File: src/rtl/flow_led_key_ctrl_pkg.sv
// flow_led_pkg: shared debounce state encoding, timing and key index constants
package flow_led_pkg;
  typedef enum logic [1:0] {
    IDLE         = 2'd0,
    PRESS_WAIT   = 2'd1,
    PRESSED      = 2'd2,
    RELEASE_WAIT = 2'd3
  } deb_state_e;
  localparam int DEBOUNCE_20MS = 1_000_000;
  localparam int KEY_STOP = 0;
  localparam int KEY_MOD = 1;
endpackage

File: src/rtl/flow_led_key_ctrl_if.sv
// flow_led_key_ctrl_if: raw key pins in, clean stop/direction controls out
interface flow_led_key_ctrl_if;
  logic       key_stop_n;
  logic       key_mod_n;
  logic       flow_led_stop;
  logic       mod;
  logic [1:0] key_pulse;
  logic [1:0] key_level;
  modport master (output key_stop_n, key_mod_n, input flow_led_stop, mod, key_pulse, key_level);
  modport slave (input key_stop_n, key_mod_n, output flow_led_stop, mod, key_pulse, key_level);
endinterface

File: src/rtl/flow_led_key_ctrl_key_debounce.sv
// key_debounce: two-flop synchroniser, debounce FSM and counter for one active-low key
module key_debounce
  import flow_led_pkg::*;
#(
  parameter int DEBOUNCE_CYC = DEBOUNCE_20MS,
  parameter int CNT_W = 20
) (
  input  logic clk_50m,
  input  logic rst_n,
  input  logic key_n_i,
  output logic pulse_o,
  output logic level_o
);
  localparam logic [CNT_W-1:0] LAST = CNT_W'(DEBOUNCE_CYC - 1);
  logic [1:0]       sync_q;
  logic             s;
  deb_state_e       state_q, state_d;
  logic [CNT_W-1:0] cnt_q, cnt_d;
  logic             pulse_q, pulse_d;
  assign s = sync_q[1];
  // Synchroniser, state, counter and pulse registers; rst_n is released synchronously upstream
  always_ff @(posedge clk_50m or negedge rst_n) begin
    if (!rst_n) begin
      sync_q  <= 2'b11;
      state_q <= IDLE;
      cnt_q   <= '0;
      pulse_q <= 1'b0;
    end else begin
      sync_q  <= {sync_q[0], key_n_i};
      state_q <= state_d;
      cnt_q   <= cnt_d;
      pulse_q <= pulse_d;
    end
  end
  // Next state: any level change restarts the stability count; only an accepted press pulses
  always_comb begin
    state_d = state_q;
    cnt_d   = cnt_q;
    pulse_d = 1'b0;
    case (state_q)
      IDLE: if (!s) begin
        state_d = PRESS_WAIT;
        cnt_d   = '0;
      end
      PRESS_WAIT: if (s) begin
        state_d = IDLE;
        cnt_d   = '0;
      end else if (cnt_q == LAST) begin
        state_d = PRESSED;
        pulse_d = 1'b1;
      end else cnt_d = cnt_q + 1'b1;
      PRESSED: if (s) begin
        state_d = RELEASE_WAIT;
        cnt_d   = '0;
      end
      RELEASE_WAIT: if (!s) begin
        state_d = PRESSED;
        cnt_d   = '0;
      end else if (cnt_q == LAST) state_d = IDLE;
      else cnt_d = cnt_q + 1'b1;
    endcase
  end
  assign pulse_o = pulse_q;
  assign level_o = (state_q == PRESSED) || (state_q == RELEASE_WAIT);
endmodule

File: src/rtl/flow_led_key_ctrl.sv
// flow_led_key_ctrl: debounced stop/direction toggles for the flow-LED counter stage
module flow_led_key_ctrl
  import flow_led_pkg::*;
#(
  parameter int   DEBOUNCE_CYC = DEBOUNCE_20MS,
  parameter int   CNT_W = 20,
  parameter logic MOD_RST = 1'b1
) (
  input logic clk_50m,
  input logic rst_n,
  flow_led_key_ctrl_if.slave bus
);
  logic [1:0] key_n, pulse, level;
  logic       stop_q, stop_d, mod_q, mod_d;
  assign key_n[KEY_STOP] = bus.key_stop_n;
  assign key_n[KEY_MOD]  = bus.key_mod_n;
  for (genvar i = 0; i < 2; i++) begin : g_key
    key_debounce #(.DEBOUNCE_CYC(DEBOUNCE_CYC), .CNT_W(CNT_W)) u_deb (
      .clk_50m(clk_50m),
      .rst_n  (rst_n),
      .key_n_i(key_n[i]),
      .pulse_o(pulse[i]),
      .level_o(level[i])
    );
  end
  // Each accepted press flips its control one edge after the strobe
  always_comb begin
    stop_d = stop_q ^ pulse[KEY_STOP];
    mod_d  = mod_q ^ pulse[KEY_MOD];
  end
  // Registered controls so the counter never sees a path from the pins
  always_ff @(posedge clk_50m or negedge rst_n) begin
    if (!rst_n) begin
      stop_q <= 1'b0;
      mod_q  <= MOD_RST;
    end else begin
      stop_q <= stop_d;
      mod_q  <= mod_d;
    end
  end
  assign bus.flow_led_stop = stop_q;
  assign bus.mod           = mod_q;
  assign bus.key_pulse     = pulse;
  assign bus.key_level     = level;
endmodule

File: src/flat_wrapper.sv
// flat-port wrapper written by rule: the top's interface ports become plain ports
module flow_led_key_ctrl_flat import flow_led_pkg::*;
#(
  parameter int   DEBOUNCE_CYC = DEBOUNCE_20MS,
  parameter int   CNT_W = 20,
  parameter logic MOD_RST = 1'b1
)
  (clk_50m, rst_n, bus_key_stop_n, bus_key_mod_n, bus_flow_led_stop, bus_mod, bus_key_pulse, bus_key_level);
  flow_led_key_ctrl_if bus_i ();
  input logic clk_50m;
  input logic rst_n;
  input wire logic [$bits(bus_i.key_stop_n)-1:0] bus_key_stop_n;
  input wire logic [$bits(bus_i.key_mod_n)-1:0] bus_key_mod_n;
  output wire logic [$bits(bus_i.flow_led_stop)-1:0] bus_flow_led_stop;
  output wire logic [$bits(bus_i.mod)-1:0] bus_mod;
  output wire logic [$bits(bus_i.key_pulse)-1:0] bus_key_pulse;
  output wire logic [$bits(bus_i.key_level)-1:0] bus_key_level;
  assign bus_i.key_stop_n = bus_key_stop_n;
  assign bus_i.key_mod_n = bus_key_mod_n;
  assign bus_flow_led_stop = bus_i.flow_led_stop;
  assign bus_mod = bus_i.mod;
  assign bus_key_pulse = bus_i.key_pulse;
  assign bus_key_level = bus_i.key_level;
  flow_led_key_ctrl #(.DEBOUNCE_CYC(DEBOUNCE_CYC), .CNT_W(CNT_W), .MOD_RST(MOD_RST)) u_core (.clk_50m(clk_50m), .rst_n(rst_n), .bus(bus_i));
endmodule
File: config.mk
export PLATFORM = sky130hd
export DESIGN_NAME = flow_led_key_ctrl_flat
export DESIGN_NICKNAME = d
export VERILOG_FILES = /design/src/rtl/flow_led_key_ctrl_pkg.sv /design/src/rtl/flow_led_key_ctrl_if.sv /design/src/rtl/flow_led_key_ctrl_key_debounce.sv /design/src/rtl/flow_led_key_ctrl.sv /design/src/flat_wrapper.sv
export SDC_FILE = /design/constraint.sdc
export NUM_CORES = 1
export LEC_CHECK = 0
export ABC_AREA = 1
export BUFFER_PORTS_ARGS = -buffer_cell sky130_fd_sc_hd__buf_4
export CAP_MARGIN = 15
export CORE_MARGIN = 3
export CORE_UTILIZATION = 40
export DETAILED_ROUTE_END_ITERATION = 16
export PLACE_DENSITY = 0.68
export SLEW_MARGIN = 20
export SYNTH_ARGS = -nofsm -noshare
export SYNTH_HDL_FRONTEND = slang
export SYNTH_SLANG_ARGS = --single-unit
export TNS_END_PERCENT = 50
File: constraint.sdc
create_clock -name clk_50m -period 1.3 [get_ports clk_50m]
set_input_delay 0.195 -clock clk_50m [delete_from_list [all_inputs] [get_ports clk_50m]]
set_output_delay 0.195 -clock clk_50m [all_outputs]
set_load 0.05 [all_outputs]
==> reports/metrics.cfg <==
[sta]
period_needed_ns = 1.45
fmax_mhz = 689
rsz0062_at_grt = yes
finalMaxSlewViolations = 0
finalHoldViolCount = 0
worst_slack_ns = -0.152
holdWs_ns = 0.298
worst_pin_slew_ns = 0.435
setup_viol = 38
fin_crit_sh = 1.12
finClkSkew_ns = 0.00728
slew-limit-headroom = 0.710

[routing]
ant_nets = 0
wire_per_inst_um = 14.0
first_iter_violations = 195
wirelength_mm = 9.45
drtPass1Iterations = 6
vias_per_cell = 5.18
route.vias.total = 3503
post-route-drc-count = 0

[yosys]
ys.flop_type = dfrtp_1
ys_seq_area_frac = 0.391
yosys.area_share.simple = 0.413
synth_seq_cells = 52
syn-instance-count = 482
synth_top_area_cell = dfrtp_1
syn_nets = 488
synth_xor_area_frac = 0.0105
yosys_warnings = 0
synth_top_family_by_area = simple AND/OR/NAND/NOR gates
synth_top_area_frac = 0.352
synthMuxAreaShare = 0
synth_compound_area_frac = 0.0901
syn_area_um2 = 3350
synth_edf_count = 0
synth_top_cells_by_area = dfrtp_1 (35%), nand2_1 (15%), nor2_1 (7.6%), nand3_1 (7.5%), inv_1 (6.1%)
synth_cell_types = 36
synthAdderAreaFrac = 0.00748
synthArstFlopShare = 1.00
syn_area_per_cell_um2 = 6.94

[critical_path]
critPathBufInv = 0
worst_ep_required_time_ns = 1.51
critical-path-slowest-cell = dfrtp_1
crit_chain = ha_2 -> nand2_4 -> nor2_4 -> nand2_4 -> nor2_4 -> nand2_2 -> o21ai_2 -> a21oi_1
r2r_setup_slack_ns = -0.15
cp_top_family = simple AND/OR/NAND/NOR gates
crit_type = flip-flop to flip-flop
r2r-start = u_core.g_key[0].u_deb.cnt_q[1]
arrival_ns = 1.66
r2r_cells = 8
cp-end-kind = flip-flop
r2r_end = u_core.g_key[0].u_deb.cnt_q[12]
worst-path-max-fanout = 5
slowest_delay_ns = 0.37
startpoint_type = flip-flop

[placement]
dp_hpwl_mm = 6.28
pre_cts_ws_ns = -0.187
place.gp.congestion = 0.893
dp_cells = 644
post_dp_cell_area_um2 = 3970
io_buffers = 9

[finish]
drive_above_1_share = 0.404
fillerInstances = 700
diodes = 0
final_cell_area_um2 = 4730
post_layout_nonfiller_instances = 676
syn_to_final_growth_pct = 41.3
nNetsFinal = 579

[floorplan]
io_pins = 10
coreArea_um2 = 7930
rows = 32
fp.dieArea_um2 = 9500
initial_core_util = 0.422
die_y_um = 97.5
die_width_um = 97.5

[global_routing]
grtUsageMet1 = 0.271
grt-busiest-layer = met2
grt_max_degree = 32
use_met2 = 0.299
antenna_found_initial = 0
grt_pass1_vias = 3264
grt_first_pass_wirelength_mm = 15.0
grt-ovfl-total = 0
grtUsageTotal = 0.190
met3_usage = 0.0323

[power]
leakagePower_nw = 2.17
power.total_w = 0.00378
power-per-cell-area_nw_per_um2 = 801
vdd_ir_drop_max_v = 0.000746

[clocking]
cts_sinks = 52
cts.reportedPaths.clkPinSlew_ns = 0.10
ctsRootBufferMaster = clkbuf_8
clkLatencyLatePin_ns = 0.32
htree_levels = 2
cts_tree = built
cts_buffer_depth = 2
numCtsBuffers = 5

[job]
maxCapViolations = 0

[status]
violations = negative setup slack
status = finished, violations left

[worst_hold_path]
hold_class = primary input to async pin

stage by stage:
stage	util	TNS [ns]
3_5_place_dp	0.501	-3.11
6_report	0.596	-1.99
2_1_floorplan	-	-0.0670
3_3_place_gp	0.501	-2.07
5_1_grt	0.596	-5.32
4_1_cts	0.560	-1.89
how the worst max path moves through the flow:
stage / startpoint / endpoint / slack [ns] / cells after the start
after detailed placement: u_core.g_key[1].u_deb.sync_q[1] / u_core.g_key[1].u_deb.cnt_q[13] / -0.19 / 7
after global placement: u_core.g_key[1].u_deb.sync_q[1] / u_core.g_key[1].u_deb.cnt_q[13] / -0.16 / 7
final: u_core.g_key[0].u_deb.cnt_q[1] / u_core.g_key[0].u_deb.cnt_q[12] / -0.15 / 8
after global routing: u_core.g_key[0].u_deb.cnt_q[1] / u_core.g_key[0].u_deb.cnt_q[12] / -0.21 / 8
after floorplan: u_core.g_key[0].u_deb.cnt_q[0] / u_core.g_key[0].u_deb.cnt_q[14] / -0.01 / 8
after CTS: u_core.g_key[0].u_deb.cnt_q[0] / u_core.g_key[0].u_deb.cnt_q[12] / -0.15 / 8
per-layer routing:
layer	part of all wire	wire length (um)
met1	0.45	4280
met2	0.48	4570
met3	0.054	513
met4	0.0099	94
met5	0	0
sequential cells by signal, summed over array words and instances (netlist names), named ones only:
| name | flops |
|---|---|
| u_core.bus.flow_led_stop | 1 |
| u_core.g_key.u_deb.pulse_o | 2 |
| u_core.g_key.u_deb.state_q | 2 |
| u_core.g_key.u_deb.cnt_q | 40 |
| u_core.g_key.u_deb.sync_q | 4 |
| u_core.bus.mod | 1 |
cell usage after synthesis (2+ instances only):
| master | number |
|---|---|
| inv_2 | 4 |
| nor3_1 | 5 |
| nor2_4 | 4 |
| o21ai_1 | 7 |
| buf_4 | 5 |
| dfrtp_1 | 47 |
| inv_1 | 54 |
| clkbuf_1 | 2 |
| nand3_2 | 4 |
| dfstp_2 | 5 |
| nand2_4 | 2 |
| buf_6 | 2 |
| nand2_2 | 9 |
| nand3_1 | 50 |
| o21ai_0 | 27 |
| ha_1 | 2 |
| a21oi_1 | 15 |
| nor2_2 | 8 |
| nand2_1 | 138 |
| nand4_1 | 3 |
| nor2_1 | 68 |
| nor3_4 | 2 |
| xor2_1 | 4 |
| o22ai_1 | 3 |
worst reg2reg max path, delay by kind of cell, from the launching register on:
kind / cells / cell delay (ns)
compound gates: 2 / 0.18
fa+ha+maj: 1 / 0.22
flops: 1 / 0.37
simple gates: 5 / 0.57
cell usage in the layout (no fill, tap or decap), drive strengths merged, types with 2 or more instances in the layout:
master and n:
nand4 3, dfrtp 47, clkinv 2, ha 2, buf 88, xor2 4
clkinvlp 4, o21ai 35, nor3 7, nand2 150, nor2 81, or2 3
o22ai 3, clkbuf 5, dlygate4sd3 3, dfstp 5, a21oi 15, nand3 54
inv 57
kinds of logic (layout without fill, tap and decap cells):
logic type                 Yosys count  after routing
DFF                                 52             52
xor gates and xnor gates             4              4
adders and majority gates            2              2
and+or+nand+nor                    299            299
buffers and inverters               68            160
AOI/OAI and AO/OA                   57             57
power breakdown:
part	switching, W	internal [W]	total (W)
clock network	0.000610	0.000572	0.00118
logic	0.000459	0.000367	0.000826
registers	0.0000977	0.00168	0.00178
total	0.00117	0.00262	0.00378
timing repair:
action                                  CTS  global route
hold buffers                              3             0
buffers inserted                         14             6
endpoints found under the setup margin   43            46
gates cloned                              2             0
hold endpoints to repair                 22             0
gates resized for setup                  63            76
pin swaps                                18            33
layout make-up:
class                      instances  area [um2]  area share
multi-input combinational        362        2150       0.455
sequential                        52        1320       0.279
timing repair buffer              91         749       0.159
inverter                          59         249      0.0527
tap                              102         128      0.0270
clock buffer                       5        68.8      0.0146
clock inverter                     3        42.5     0.00900
timing repair inverter             2        18.8     0.00397
(Power assumes the default switching activity.)
